--- src/rtl/multi_ctrl.sv ---
// Main control FSM of the multi-cycle MIPS core: Moore sequencer for fetch, decode,
// execute, memory and write-back, with a MemReady stall handshake on memory states.
//
// state   | meaning
// --------+-----------------------------------------------------------
// FETCH   | read instruction at PC, load IR and PC+4 when memory ready
// DECODE  | register read, branch target into ALUOut
// MEMADR  | effective address A + imm for lw/sw
// MEMRD   | data memory read at ALUOut, wait for MemReady
// MEMWB   | write loaded data to rt
// MEMWR   | data memory write at ALUOut, wait for MemReady
// EXEC    | R-type ALU operation selected by Func
// RWB     | write R-type result to rd
// BEQ     | compare A-B, redirect PC to ALUOut on Zero
// JUMP    | load PC with jump target
// ADDIEX  | A + imm for addi
// ADDIWB  | write addi result to rt

module multi_ctrl (
   input  logic       clk,
   input  logic       rst,
   input  logic [5:0] Op,
   input  logic       MemReady,
   output logic       PCWrite,
   output logic       PCWriteCond,
   output logic       IorD,
   output logic       MemRead,
   output logic       MemWrite,
   output logic       IRWrite,
   output logic       MemtoReg,
   output logic       RegDst,
   output logic       RegWrite,
   output logic       ALUSrcA,
   output logic [1:0] ALUSrcB,
   output logic [1:0] ALUop,
   output logic [1:0] PCSource,
   output logic       InstrDone,
   output logic [3:0] State
);

   typedef enum logic [3:0] {
      S_FETCH  = 4'd0,
      S_DECODE = 4'd1,
      S_MEMADR = 4'd2,
      S_MEMRD  = 4'd3,
      S_MEMWB  = 4'd4,
      S_MEMWR  = 4'd5,
      S_EXEC   = 4'd6,
      S_RWB    = 4'd7,
      S_BEQ    = 4'd8,
      S_JUMP   = 4'd9,
      S_ADDIEX = 4'd10,
      S_ADDIWB = 4'd11
   } state_t;

   localparam logic [5:0] OP_R    = 6'b000000;
   localparam logic [5:0] OP_LW   = 6'b100011;
   localparam logic [5:0] OP_SW   = 6'b101011;
   localparam logic [5:0] OP_BEQ  = 6'b000100;
   localparam logic [5:0] OP_J    = 6'b000010;
   localparam logic [5:0] OP_ADDI = 6'b001000;

   state_t state;
   state_t state_nxt;

   always_ff @(posedge clk or posedge rst) begin
      if (rst)
         state <= S_FETCH;
      else
         state <= state_nxt;
   end

   always_comb begin
      state_nxt = S_FETCH;
      case (state)
         S_FETCH:  state_nxt = MemReady ? S_DECODE : S_FETCH;
         S_DECODE: begin
            case (Op)
               OP_LW, OP_SW: state_nxt = S_MEMADR;
               OP_R:         state_nxt = S_EXEC;
               OP_BEQ:       state_nxt = S_BEQ;
               OP_J:         state_nxt = S_JUMP;
               OP_ADDI:      state_nxt = S_ADDIEX;
               default:      state_nxt = S_FETCH;
            endcase
         end
         S_MEMADR: begin
            // Op is held by the IR, so anything other than lw/sw here is unreachable
            if (Op == OP_LW)
               state_nxt = S_MEMRD;
            else if (Op == OP_SW)
               state_nxt = S_MEMWR;
            else
               state_nxt = S_FETCH;
         end
         S_MEMRD:  state_nxt = MemReady ? S_MEMWB : S_MEMRD;
         S_MEMWR:  state_nxt = MemReady ? S_FETCH : S_MEMWR;
         S_EXEC:   state_nxt = S_RWB;
         S_ADDIEX: state_nxt = S_ADDIWB;
         default:  state_nxt = S_FETCH;
      endcase
   end

   always_comb begin
      PCWrite     = 1'b0;
      PCWriteCond = 1'b0;
      IorD        = 1'b0;
      MemRead     = 1'b0;
      MemWrite    = 1'b0;
      IRWrite     = 1'b0;
      MemtoReg    = 1'b0;
      RegDst      = 1'b0;
      RegWrite    = 1'b0;
      ALUSrcA     = 1'b0;
      ALUSrcB     = 2'b00;
      ALUop       = 2'b00;
      PCSource    = 2'b00;
      InstrDone   = 1'b0;
      case (state)
         S_FETCH: begin
            MemRead = 1'b1;
            IRWrite = MemReady;
            PCWrite = MemReady;
            ALUSrcB = 2'b01;
         end
         S_DECODE: ALUSrcB = 2'b11;
         S_MEMADR, S_ADDIEX: begin
            ALUSrcA = 1'b1;
            ALUSrcB = 2'b10;
         end
         S_MEMRD: begin
            MemRead = 1'b1;
            IorD    = 1'b1;
         end
         S_MEMWR: begin
            MemWrite  = 1'b1;
            IorD      = 1'b1;
            InstrDone = MemReady;
         end
         S_MEMWB: begin
            RegWrite  = 1'b1;
            MemtoReg  = 1'b1;
            InstrDone = 1'b1;
         end
         S_EXEC: begin
            ALUSrcA = 1'b1;
            ALUop   = 2'b10;
         end
         S_RWB: begin
            RegWrite  = 1'b1;
            RegDst    = 1'b1;
            InstrDone = 1'b1;
         end
         S_BEQ: begin
            ALUSrcA     = 1'b1;
            ALUop       = 2'b01;
            PCWriteCond = 1'b1;
            PCSource    = 2'b01;
            InstrDone   = 1'b1;
         end
         S_JUMP: begin
            PCWrite   = 1'b1;
            PCSource  = 2'b10;
            InstrDone = 1'b1;
         end
         S_ADDIWB: begin
            RegWrite  = 1'b1;
            InstrDone = 1'b1;
         end
         default: ;
      endcase
      // Reset blanks every enable immediately, so nothing half-issued leaks out
      if (rst) begin
         PCWrite     = 1'b0;
         PCWriteCond = 1'b0;
         IorD        = 1'b0;
         MemRead     = 1'b0;
         MemWrite    = 1'b0;
         IRWrite     = 1'b0;
         MemtoReg    = 1'b0;
         RegDst      = 1'b0;
         RegWrite    = 1'b0;
         ALUSrcA     = 1'b0;
         ALUSrcB     = 2'b00;
         ALUop       = 2'b00;
         PCSource    = 2'b00;
         InstrDone   = 1'b0;
      end
   end

   assign State = state;

endmodule

--- config.mk ---
export PLATFORM = sky130hd
export DESIGN_NAME = multi_ctrl
export DESIGN_NICKNAME = d
export VERILOG_FILES = /design/src/rtl/multi_ctrl.sv
export SDC_FILE = /design/constraint.sdc
export NUM_CORES = 1
export LEC_CHECK = 0
export ABC_CLOCK_PERIOD_IN_PS = 1490
export BUFFER_PORTS_ARGS = -buffer_cell sky130_fd_sc_hd__buf_2
export CAP_MARGIN = 20
export CORE_AREA = 2 2 41 43
export DETAILED_ROUTE_END_ITERATION = 8
export DIE_AREA = 0 0 43 45
export PLACE_DENSITY = 0.72
export SETUP_SLACK_MARGIN = 0.15
export SLEW_MARGIN = 10
export SYNTH_ARGS = -nofsm -noshare
export SYNTH_HDL_FRONTEND = slang
export SYNTH_SLANG_ARGS = --single-unit
export TNS_END_PERCENT = 30
--- constraint.sdc ---
create_clock -name clk -period 1.49 [get_ports clk]
set_input_delay 0.298 -clock clk [delete_from_list [all_inputs] [get_ports clk]]
set_output_delay 0.298 -clock clk [all_outputs]
set_load 0.01 [all_outputs]
==> report_table.html, run 1 <==
<table>
<tr><th>Metric</th><th>Value</th></tr>
<tr><th colspan="2">Run status</th></tr>
<tr><td>Result of the run</td><td>complete, but fails checks</td></tr>
<tr><td>Violated checks</td><td>negative setup slack</td></tr>
<tr><th colspan="2">Worst setup path</th></tr>
<tr><td>Crit end category</td><td>primary output</td></tr>
<tr><td>Terminus of the critical flop-to-flop path</td><td>State[3]</td></tr>
<tr><td>Register-to-register setup slack</td><td>-0.16 ns</td></tr>
<tr><td>Crit path from</td><td>State[3]</td></tr>
<tr><td>Setup crit end</td><td>InstrDone</td></tr>
<tr><td>Maximum fanout encountered on the critical timing path</td><td>5</td></tr>
<tr><td>Crit path required time</td><td>approximately 1.2 ns</td></tr>
<tr><td>CP Data Arrival Time</td><td>1.47 ns</td></tr>
<tr><td>Launch point of the worst reg-to-reg path</td><td>State[1]</td></tr>
<tr><td>Worst setup path category</td><td>flop to primary output</td></tr>
<tr><td>Cells on worst reg2reg path</td><td>5</td></tr>
<tr><td>Startpoint types</td><td>flop</td></tr>
<tr><th colspan="2">Power and ir drop</th></tr>
<tr><td>Maximum vdd ir drop</td><td>0.000431 V</td></tr>
<tr><td>Power density over the cells</td><td>471 nW/um2</td></tr>
<tr><td>Total power</td><td>0.557 mW</td></tr>
<tr><td>Leakage</td><td>0.543 nW</td></tr>
<tr><th colspan="2">Synthesis</th></tr>
<tr><td>Number of nets in the synthesized netlist</td><td>84</td></tr>
<tr><td>Combinational family with the most area after synthesis</td><td>simple AND/OR/NAND/NOR gates</td></tr>
<tr><td>Part of the Yosys area used for sequential elements</td><td>19.5%</td></tr>
<tr><td>Library cells used by synthesis</td><td>32</td></tr>
<tr><td>Share of flip-flops with an asynchronous set or reset</td><td>100%</td></tr>
<tr><td>Post-synthesis area per instance</td><td>6.86 um2</td></tr>
<tr><td>Parity-gate share of the synthesized area counting xor and xnor cells</td><td>under 10%</td></tr>
<tr><td>#FFs+latches synth</td><td>4</td></tr>
<tr><td>Post-synthesis instance area</td><td>514 um2</td></tr>
<tr><td>Number of synthesized flops with an enable pin</td><td>0</td></tr>
<tr><td>Top FF cell, synth</td><td>dfrtp_1</td></tr>
<tr><td>Simple-gate area share of the yosys netlist</td><td>47.7%</td></tr>
<tr><td>Compound-Gate Fraction of Synth Area</td><td>19.5%</td></tr>
<tr><td>Count of yosys warnings during synthesis</td><td>0</td></tr>
<tr><td>Post-Synthesis Cells</td><td>75</td></tr>
<tr><td>Multiplexer share of the synthesized area</td><td>0%</td></tr>
<tr><td>Adder and majority cell fraction of the synthesized area</td><td>0%</td></tr>
<tr><th colspan="2">Clock network</th></tr>
<tr><td>Clock-pin slew reported for the worst setup and hold paths after clock tree synthesis</td><td>0.05 ns</td></tr>
<tr><td>Max Buffers Root-to-Sink</td><td>2</td></tr>
<tr><td>Clock tree from TritonCTS</td><td>built</td></tr>
<tr><td>H-tree levels</td><td>1</td></tr>
<tr><td>Clock Latency Late Sink</td><td>approximately 0.25 ns</td></tr>
<tr><td>Number of buffers inserted during clock tree synthesis</td><td>3</td></tr>
<tr><td>Hold buffer count at CTS</td><td>0</td></tr>
<tr><td>Sink Count</td><td>4</td></tr>
<tr><td>CTS Root Buffer Type</td><td>clkbuf_4</td></tr>
<tr><th colspan="2">Die</th></tr>
<tr><td>Area of the core</td><td>1470 um2</td></tr>
<tr><td>Top-Level Pins</td><td>30</td></tr>
<tr><td>Die X-Extent</td><td>43 um</td></tr>
<tr><td>Die span in y</td><td>between 40 and 50 um</td></tr>
<tr><td>Full die area</td><td>1940 um2</td></tr>
<tr><td>Number of core rows</td><td>14</td></tr>
<tr><td>Starting density of the core</td><td>34.9%</td></tr>
<tr><th colspan="2">Routing</th></tr>
<tr><td>Starting DRT DRC Count</td><td>40</td></tr>
<tr><td>Detailed-route wire length</td><td>2900 um</td></tr>
<tr><td>Pre-antenna DRT Iters</td><td>4</td></tr>
<tr><td>Post-route antenna net violation count</td><td>0</td></tr>
<tr><td>Vias per Instance</td><td>roughly 6</td></tr>
<tr><td>Routed wirelength normalized by instance count</td><td>about 19 um</td></tr>
<tr><td>DRC violations left</td><td>0</td></tr>
<tr><td>Via count</td><td>902</td></tr>
<tr><th colspan="2">Global route</th></tr>
<tr><td>Number of antenna violations at the first check in global routing</td><td>0</td></tr>
<tr><td>Global-route wire length before repair</td><td>3850 um</td></tr>
<tr><td>Vias in the first global route</td><td>830</td></tr>
<tr><td>Gr usage total</td><td>27.6%</td></tr>
<tr><td>Pin count of the biggest net entering global routing</td><td>9</td></tr>
<tr><td>Overflow after GRT</td><td>0</td></tr>
<tr><th colspan="2">Timing</th></tr>
<tr><td>Number of hold-slack violations in the final timing report</td><td>0</td></tr>
<tr><td>Final TNS setup</td><td>-3.29 ns</td></tr>
<tr><td>Max-slew violation total from the final report</td><td>0</td></tr>
<tr><td>Worst slew margin relative to its limit</td><td>78.7%</td></tr>
<tr><td>Slew at the pin closest to its max-slew limit</td><td>0.317 ns</td></tr>
<tr><td>Post-route fraction of the period consumed by the critical path</td><td>119%</td></tr>
<tr><td>RSZ-0062 raised after global routing</td><td>true</td></tr>
<tr><td>Achievable frequency</td><td>between 500 and 600 MHz</td></tr>
<tr><td>Setup clock skew after layout</td><td>0.00219 ns</td></tr>
<tr><td>Shortest clock period the worst path allows after layout</td><td>1.77 ns</td></tr>
<tr><td>Worst-case setup margin in the final layout</td><td>-0.277 ns</td></tr>
<tr><td>Final count of negative-setup-slack endpoints</td><td>22</td></tr>
<tr><td>Worst hold slack across all endpoints</td><td>0.175 ns</td></tr>
<tr><th colspan="2">Final layout</th></tr>
<tr><td>Final cell area excluding filler cells</td><td>1180 um2</td></tr>
<tr><td>Number of standard cells in the layout, taps in and fillers out</td><td>150</td></tr>
<tr><td>Nets</td><td>between 100 and 150</td></tr>
<tr><td>Area of all sequential standard cells</td><td>104 um2</td></tr>
<tr><td>Footprint of the multi-input gates</td><td>578 um2</td></tr>
<tr><td>Largest register FFs</td><td>4</td></tr>
<tr><td>Most frequent cells in the layout</td><td>buf_2, buf_4, buf_6</td></tr>
<tr><td>Number of fill cells in the layout</td><td>94</td></tr>
<tr><td>Utilization after layout</td><td>80.4%</td></tr>
<tr><td>Most common library cell in the layout ignoring fill and taps</td><td>buf_2</td></tr>
<tr><td>Number of diodes</td><td>0</td></tr>
<tr><td>Growth of design area from synthesis to finish</td><td>130%</td></tr>
<tr><td>Ratio of cells with drive above 1 in the final layout</td><td>72.4%</td></tr>
<tr><th colspan="2">Placement</th></tr>
<tr><td>Routability congestion estimate</td><td>0.829</td></tr>
<tr><td>Setup Slack @ Placement</td><td>-0.0390 ns</td></tr>
<tr><td>Placed wire-length estimate</td><td>about 1400 um</td></tr>
<tr><td>Count of input and output buffers</td><td>29</td></tr>
<tr><td>Instance area after placement</td><td>781 um2</td></tr>
<tr><td>Dpl cells</td><td>about 130</td></tr>
<tr><th colspan="2">Worst hold path</th></tr>
<tr><td>Kind of path behind the tightest hold check</td><td>primary input to async pin</td></tr>
<tr><th colspan="2">Flow run</th></tr>
<tr><td>Number of maximum-capacitance violations</td><td>0</td></tr>
</table>
==> critical path: stages, from the launching register on <==
cell	delay [ns]
dfrtp_2	0.45
o21bai_4	0.20
a2111oi_4	0.38
buf_2	0.19
==> final cells by class <==
class / count / share of cell area [%]
multi-input cells: 62 / 48.9
clock buffers: 4 / 2.22
flip-flops and latches: 4 / 8.78
repair buffers: 61 / 37.5
well taps: 16 / 1.69
inverters: 3 / 0.952
==> how the worst min path moves through the flow <==
stage / cells after the start / end / startpoint
after CTS: 3 / State[0] / rst
after global routing: 3 / State[0] / rst
after floorplan: 1 / State[1] / rst
final: 3 / State[0] / rst
after global placement: 3 / State[3] / rst
after detailed placement: 3 / State[1] / rst
==> repair_timing <==
action                                  CTS  global route
resized for setup                        27            23
endpoints found under the setup margin   22            24
buffers inserted                         14             5
pin swaps                                15             9
==> power breakdown <==
part | internal [mW] | switching (mW)
combinational | 0.135 | 0.136
clock | 0.102 | 0.0621
sequential | 0.114 | 0.00814
total | 0.351 | 0.206
==> cell usage after synthesis (2+ instances only) <==
cell type / n / share of area, %
nor2_1: 11 / 8.0
nand2_1: 6 / 4.4
nor3_1: 6 / 5.8
nor4_1: 5 / 6.1
dfrtp_1: 4 / 19
a21oi_1: 3 / 2.9
clkbuf_1: 3 / 2.2
or2_1: 3 / 3.7
a2111oi_0: 2 / 3.4
and3_1: 2 / 2.4
buf_4: 2 / 2.9
inv_1: 2 / 1.5
nand2b_1: 2 / 2.4
nand3_1: 2 / 1.9
nand3b_1: 2 / 2.9
o21ai_0: 2 / 1.9
o21bai_1: 2 / 2.9
xor2_1: 2 / 3.4
==> logic make-up (layout without fill, tap and decap cells) <==
| family | after synthesis | count (layout) |
|---|---|---|
| and+or+nand+nor | 45 | 45 |
| xor gates and xnor gates | 3 | 3 |
| buffers and inverters | 9 | 68 |
| DFF | 4 | 4 |
| AOI/OAI and AO/OA | 14 | 14 |
==> layer usage <==
layer	global-route usage (%)	vias up	part of all wire, %
met2	46.4	53	50
met1	29.7	445	39
met5	0	-	0
li1	-	389	-
met3	4.00	15	5.4
met4	26.7	0	5.1
No activity file was read; power rests on OpenSTA's default activity.
==> run 2: changes to the inputs <==
--- a/config.mk
+++ b/config.mk
@@ -5,13 +5,13 @@
 export SDC_FILE = /design/constraint.sdc
 export NUM_CORES = 1
 export LEC_CHECK = 0
-export ABC_CLOCK_PERIOD_IN_PS = 1490
+export ABC_CLOCK_PERIOD_IN_PS = 1700
 export BUFFER_PORTS_ARGS = -buffer_cell sky130_fd_sc_hd__buf_2
 export CAP_MARGIN = 20
-export CORE_AREA = 2 2 41 43
+export CORE_AREA = 2 2 39 41
 export DETAILED_ROUTE_END_ITERATION = 8
-export DIE_AREA = 0 0 43 45
-export PLACE_DENSITY = 0.72
+export DIE_AREA = 0 0 41 43
+export PLACE_DENSITY = 0.75
 export SETUP_SLACK_MARGIN = 0.15
 export SLEW_MARGIN = 10
 export SYNTH_ARGS = -nofsm -noshare
==> constraint.sdc (replaced) <==
create_clock -name clk -period 1.7 [get_ports clk]
set_input_delay 0.34 -clock clk [delete_from_list [all_inputs] [get_ports clk]]
set_output_delay 0.34 -clock clk [all_outputs]
set_load 0.01 [all_outputs]
==> run 2 against run 1 <==
Compared with the run above:
- the run still ends with negative setup slack left
- clock skew rose by 0.0069 ns
- die area down 8.9%
- critical path depth stayed put
- combinational power fell by 38%
- first-iteration DRC count shrank 90%
- register-to-register slack better by 0.27 ns
- utilization is 12 points lower
- count of clock-buffer cells in the layout fell by 1
- clock power down 27%
- critical path type unchanged
- largest power group unchanged
==> report_table.html, run 2 (synthesized netlist as in run 1, its figures left out) <==
<table>
<tr><th>Metric</th><th>Value</th></tr>
<tr><th colspan="2">Final layout</th></tr>
<tr><td>Number of standard cells in the layout, taps in and fillers out</td><td>136 (-9.3%)</td></tr>
<tr><td>Most common library cell in the layout ignoring fill and taps</td><td>buf_2</td></tr>
<tr><td>Final cell area excluding filler cells</td><td>942 um2 (-20%)</td></tr>
<tr><td>Nets</td><td>131 (-9.0%)</td></tr>
<tr><td>Growth of design area from synthesis to finish</td><td>83.2%</td></tr>
<tr><td>Most frequent cells in the layout</td><td>buf_2, buf_4, nor2_1, buf_6, nand2_1</td></tr>
<tr><td>Utilization after layout</td><td>68.1% (-12 points)</td></tr>
<tr><td>Number of fill cells in the layout</td><td>120 (+28%)</td></tr>
<tr><td>Number of diodes</td><td>0 (unchanged)</td></tr>
<tr><td>Footprint of the multi-input gates</td><td>475 um2 (-18%)</td></tr>
<tr><td>Area of all sequential standard cells</td><td>103 um2 (-1.2%)</td></tr>
<tr><td>Largest register FFs</td><td>4 (unchanged)</td></tr>
<tr><td>Ratio of cells with drive above 1 in the final layout</td><td>60.8% (-12 points)</td></tr>
<tr><th colspan="2">Worst setup path</th></tr>
<tr><td>CP Data Arrival Time</td><td>1.38 ns (-0.09 ns)</td></tr>
<tr><td>Crit path required time</td><td>1.36 ns (+0.17 ns)</td></tr>
<tr><td>Worst setup path category</td><td>flop to primary output</td></tr>
<tr><td>Startpoint types</td><td>flop</td></tr>
<tr><td>Largest stage delay on the critical path</td><td>0.46 ns (about the same)</td></tr>
<tr><td>Cell with the biggest individual delay on the critical path</td><td>dfrtp_2</td></tr>
<tr><td>Maximum fanout encountered on the critical timing path</td><td>6 (+1)</td></tr>
<tr><td>Top cell family by delay on the critical path</td><td>compound AO/OA/AOI/OAI gates</td></tr>
<tr><td>Buffers plus inverters on the worst setup path</td><td>1 (unchanged)</td></tr>
<tr><td>Crit path from</td><td>State[3]</td></tr>
<tr><td>List of cells traversed by the critical path</td><td>o21bai_1 -&gt; a2111oi_2 -&gt; buf_2</td></tr>
<tr><td>Crit end category</td><td>primary output</td></tr>
<tr><td>Launch point of the worst reg-to-reg path</td><td>State[1]</td></tr>
<tr><th colspan="2">Flow run</th></tr>
<tr><td>Number of maximum-capacitance violations</td><td>0 (unchanged)</td></tr>
<tr><th colspan="2">Power and ir drop</th></tr>
<tr><td>Leakage</td><td>0.460 nW (-15%)</td></tr>
<tr><td>Power density over the cells</td><td>417 nW/um2 (-11%)</td></tr>
<tr><td>Maximum vdd ir drop</td><td>0.000420 V (-2.5%)</td></tr>
<tr><th colspan="2">Clock network</th></tr>
<tr><td>Clock tree from TritonCTS</td><td>built</td></tr>
<tr><td>Sink Count</td><td>4 (unchanged)</td></tr>
<tr><td>H-tree levels</td><td>1 (unchanged)</td></tr>
<tr><td>Clock-pin slew reported for the worst setup and hold paths after clock tree synthesis</td><td>0.04 ns (about the same)</td></tr>
<tr><td>CTS Root Buffer Type</td><td>clkbuf_4</td></tr>
<tr><td>Max Buffers Root-to-Sink</td><td>2 (unchanged)</td></tr>
<tr><td>Clock Latency Late Sink</td><td>0.24 ns (about the same)</td></tr>
<tr><td>Number of buffers inserted during clock tree synthesis</td><td>3 (unchanged)</td></tr>
<tr><th colspan="2">Timing</th></tr>
<tr><td>Final TNS setup</td><td>-0.0329 ns (+3.25 ns)</td></tr>
<tr><td>Number of hold-slack violations in the final timing report</td><td>0 (unchanged)</td></tr>
<tr><td>Achievable frequency</td><td>582 MHz</td></tr>
<tr><td>Post-route fraction of the period consumed by the critical path</td><td>101%</td></tr>
<tr><td>Worst hold slack across all endpoints</td><td>0.0810 ns (-0.0941 ns)</td></tr>
<tr><td>Final count of negative-setup-slack endpoints</td><td>3 (-86%)</td></tr>
<tr><td>Slew at the pin closest to its max-slew limit</td><td>0.254 ns (-0.0633 ns)</td></tr>
<tr><td>Setup clock skew after layout</td><td>0.00907 ns (+0.00688 ns)</td></tr>
<tr><td>Max-slew violation total from the final report</td><td>0 (unchanged)</td></tr>
<tr><td>Shortest clock period the worst path allows after layout</td><td>1.72 ns</td></tr>
<tr><td>Worst-case setup margin in the final layout</td><td>-0.0170 ns (+0.260 ns)</td></tr>
<tr><td>RSZ-0062 raised after global routing</td><td>true</td></tr>
<tr><td>Worst slew margin relative to its limit</td><td>82.8% (+4.1 points)</td></tr>
<tr><th colspan="2">Die</th></tr>
<tr><td>Die span in y</td><td>43 um (-4.4%)</td></tr>
<tr><td>Area of the core</td><td>1380 um2 (-6.0%)</td></tr>
<tr><td>Number of core rows</td><td>14 (unchanged)</td></tr>
<tr><td>Starting density of the core</td><td>37.2% (+2.2 points)</td></tr>
<tr><td>Die X-Extent</td><td>41 um (-4.7%)</td></tr>
<tr><td>Top-Level Pins</td><td>30 (unchanged)</td></tr>
<tr><td>Full die area</td><td>1760 um2 (-8.9%)</td></tr>
<tr><th colspan="2">Global route</th></tr>
<tr><td>GR Layer Usage met3</td><td>4.71% (+0.71 points)</td></tr>
<tr><td>Most Crowded Layer GR</td><td>met2</td></tr>
<tr><td>Gr usage total</td><td>24.2% (-3.4 points)</td></tr>
<tr><td>Pin count of the biggest net entering global routing</td><td>11 (+2)</td></tr>
<tr><td>Global-route wire length before repair</td><td>2950 um (-23%)</td></tr>
<tr><td>Met1 global-route usage</td><td>30.9% (+1.2 points)</td></tr>
<tr><td>Number of antenna violations at the first check in global routing</td><td>0 (unchanged)</td></tr>
<tr><td>Vias in the first global route</td><td>680 (-18%)</td></tr>
<tr><td>Overflow after GRT</td><td>0 (unchanged)</td></tr>
<tr><td>Global-route track usage on met2</td><td>39.7% (-6.7 points)</td></tr>
<tr><th colspan="2">Routing</th></tr>
<tr><td>Pre-antenna DRT Iters</td><td>4 (unchanged)</td></tr>
<tr><td>DRC violations left</td><td>0 (unchanged)</td></tr>
<tr><td>Post-route antenna net violation count</td><td>0 (unchanged)</td></tr>
<tr><td>Starting DRT DRC Count</td><td>4 (-90%)</td></tr>
<tr><td>Detailed-route wire length</td><td>1890 um (-35%)</td></tr>
<tr><td>Vias per Instance</td><td>5.49 (-8.8%)</td></tr>
<tr><td>Routed wirelength normalized by instance count</td><td>13.9 um (-28%)</td></tr>
<tr><td>Via count</td><td>746 (-17%)</td></tr>
<tr><th colspan="2">Run status</th></tr>
<tr><td>Violated checks</td><td>negative setup slack</td></tr>
<tr><td>Result of the run</td><td>complete, but fails checks</td></tr>
<tr><th colspan="2">Placement</th></tr>
<tr><td>Placed wire-length estimate</td><td>1130 um (-17%)</td></tr>
<tr><td>Dpl cells</td><td>119 (-6.3%)</td></tr>
<tr><td>Count of input and output buffers</td><td>29 (unchanged)</td></tr>
<tr><td>Instance area after placement</td><td>703 um2 (-9.9%)</td></tr>
<tr><td>Routability congestion estimate</td><td>0.841 (+1.4%)</td></tr>
<tr><th colspan="2">Worst hold path</th></tr>
<tr><td>Kind of path behind the tightest hold check</td><td>primary input to async pin</td></tr>
</table>
## run 2: final timing paths
check                           slack (ns)         to  cells after the start
worst max-delay path                 -0.02  InstrDone                      3
worst min-delay path                  0.08   State[3]                      2
worst max register to register        0.11   State[3]                      4
worst min register to register        0.76   State[3]                      3
max in group asynchronous             1.46   State[2]                      2
min in group clk                      0.41   State[2]                      2
## run 2: repair_timing
action,in CTS,in global routing
buffers inserted,12,1
hold buffers,0,0
endpoints found under the setup margin,18,18
cloned,1,0
endpoints found under the hold margin,0,0
resized for setup,21,11
pin swaps,3,5
## run 2: per-stage QoR
step                setup WS (ns)  power [mW]
floorplan                  0.0731       0.171
global placement            0.120       0.217
detailed placement         0.0496       0.220
CTS                       0.00310       0.381
global route              -0.0978       0.422
finish                    -0.0170       0.393
## run 2: report_power, final
group          switching (mW)  internal (mW)
combinational          0.0889         0.0787
clock                  0.0409         0.0791
sequential            0.00585         0.0997
total                   0.136          0.257
## run 2: layer usage
layer  part of all wire, %  wire [um]
met4                  0.53         10
met5                     0          0
met2                    53       1000
met1                    42        792
met3                   4.5         85
## run 2: cell type report
| cell class | count | share of cell area (%) |
|---|---|---|
| Clock buffer | 3 | 2.39 |
| Multi-Input combinational cell | 62 | 50.5 |
| Tap cell | 16 | 2.12 |
| Timing Repair Buffer | 48 | 32.9 |
| Sequential cell | 4 | 10.9 |
| Inverter | 3 | 1.20 |
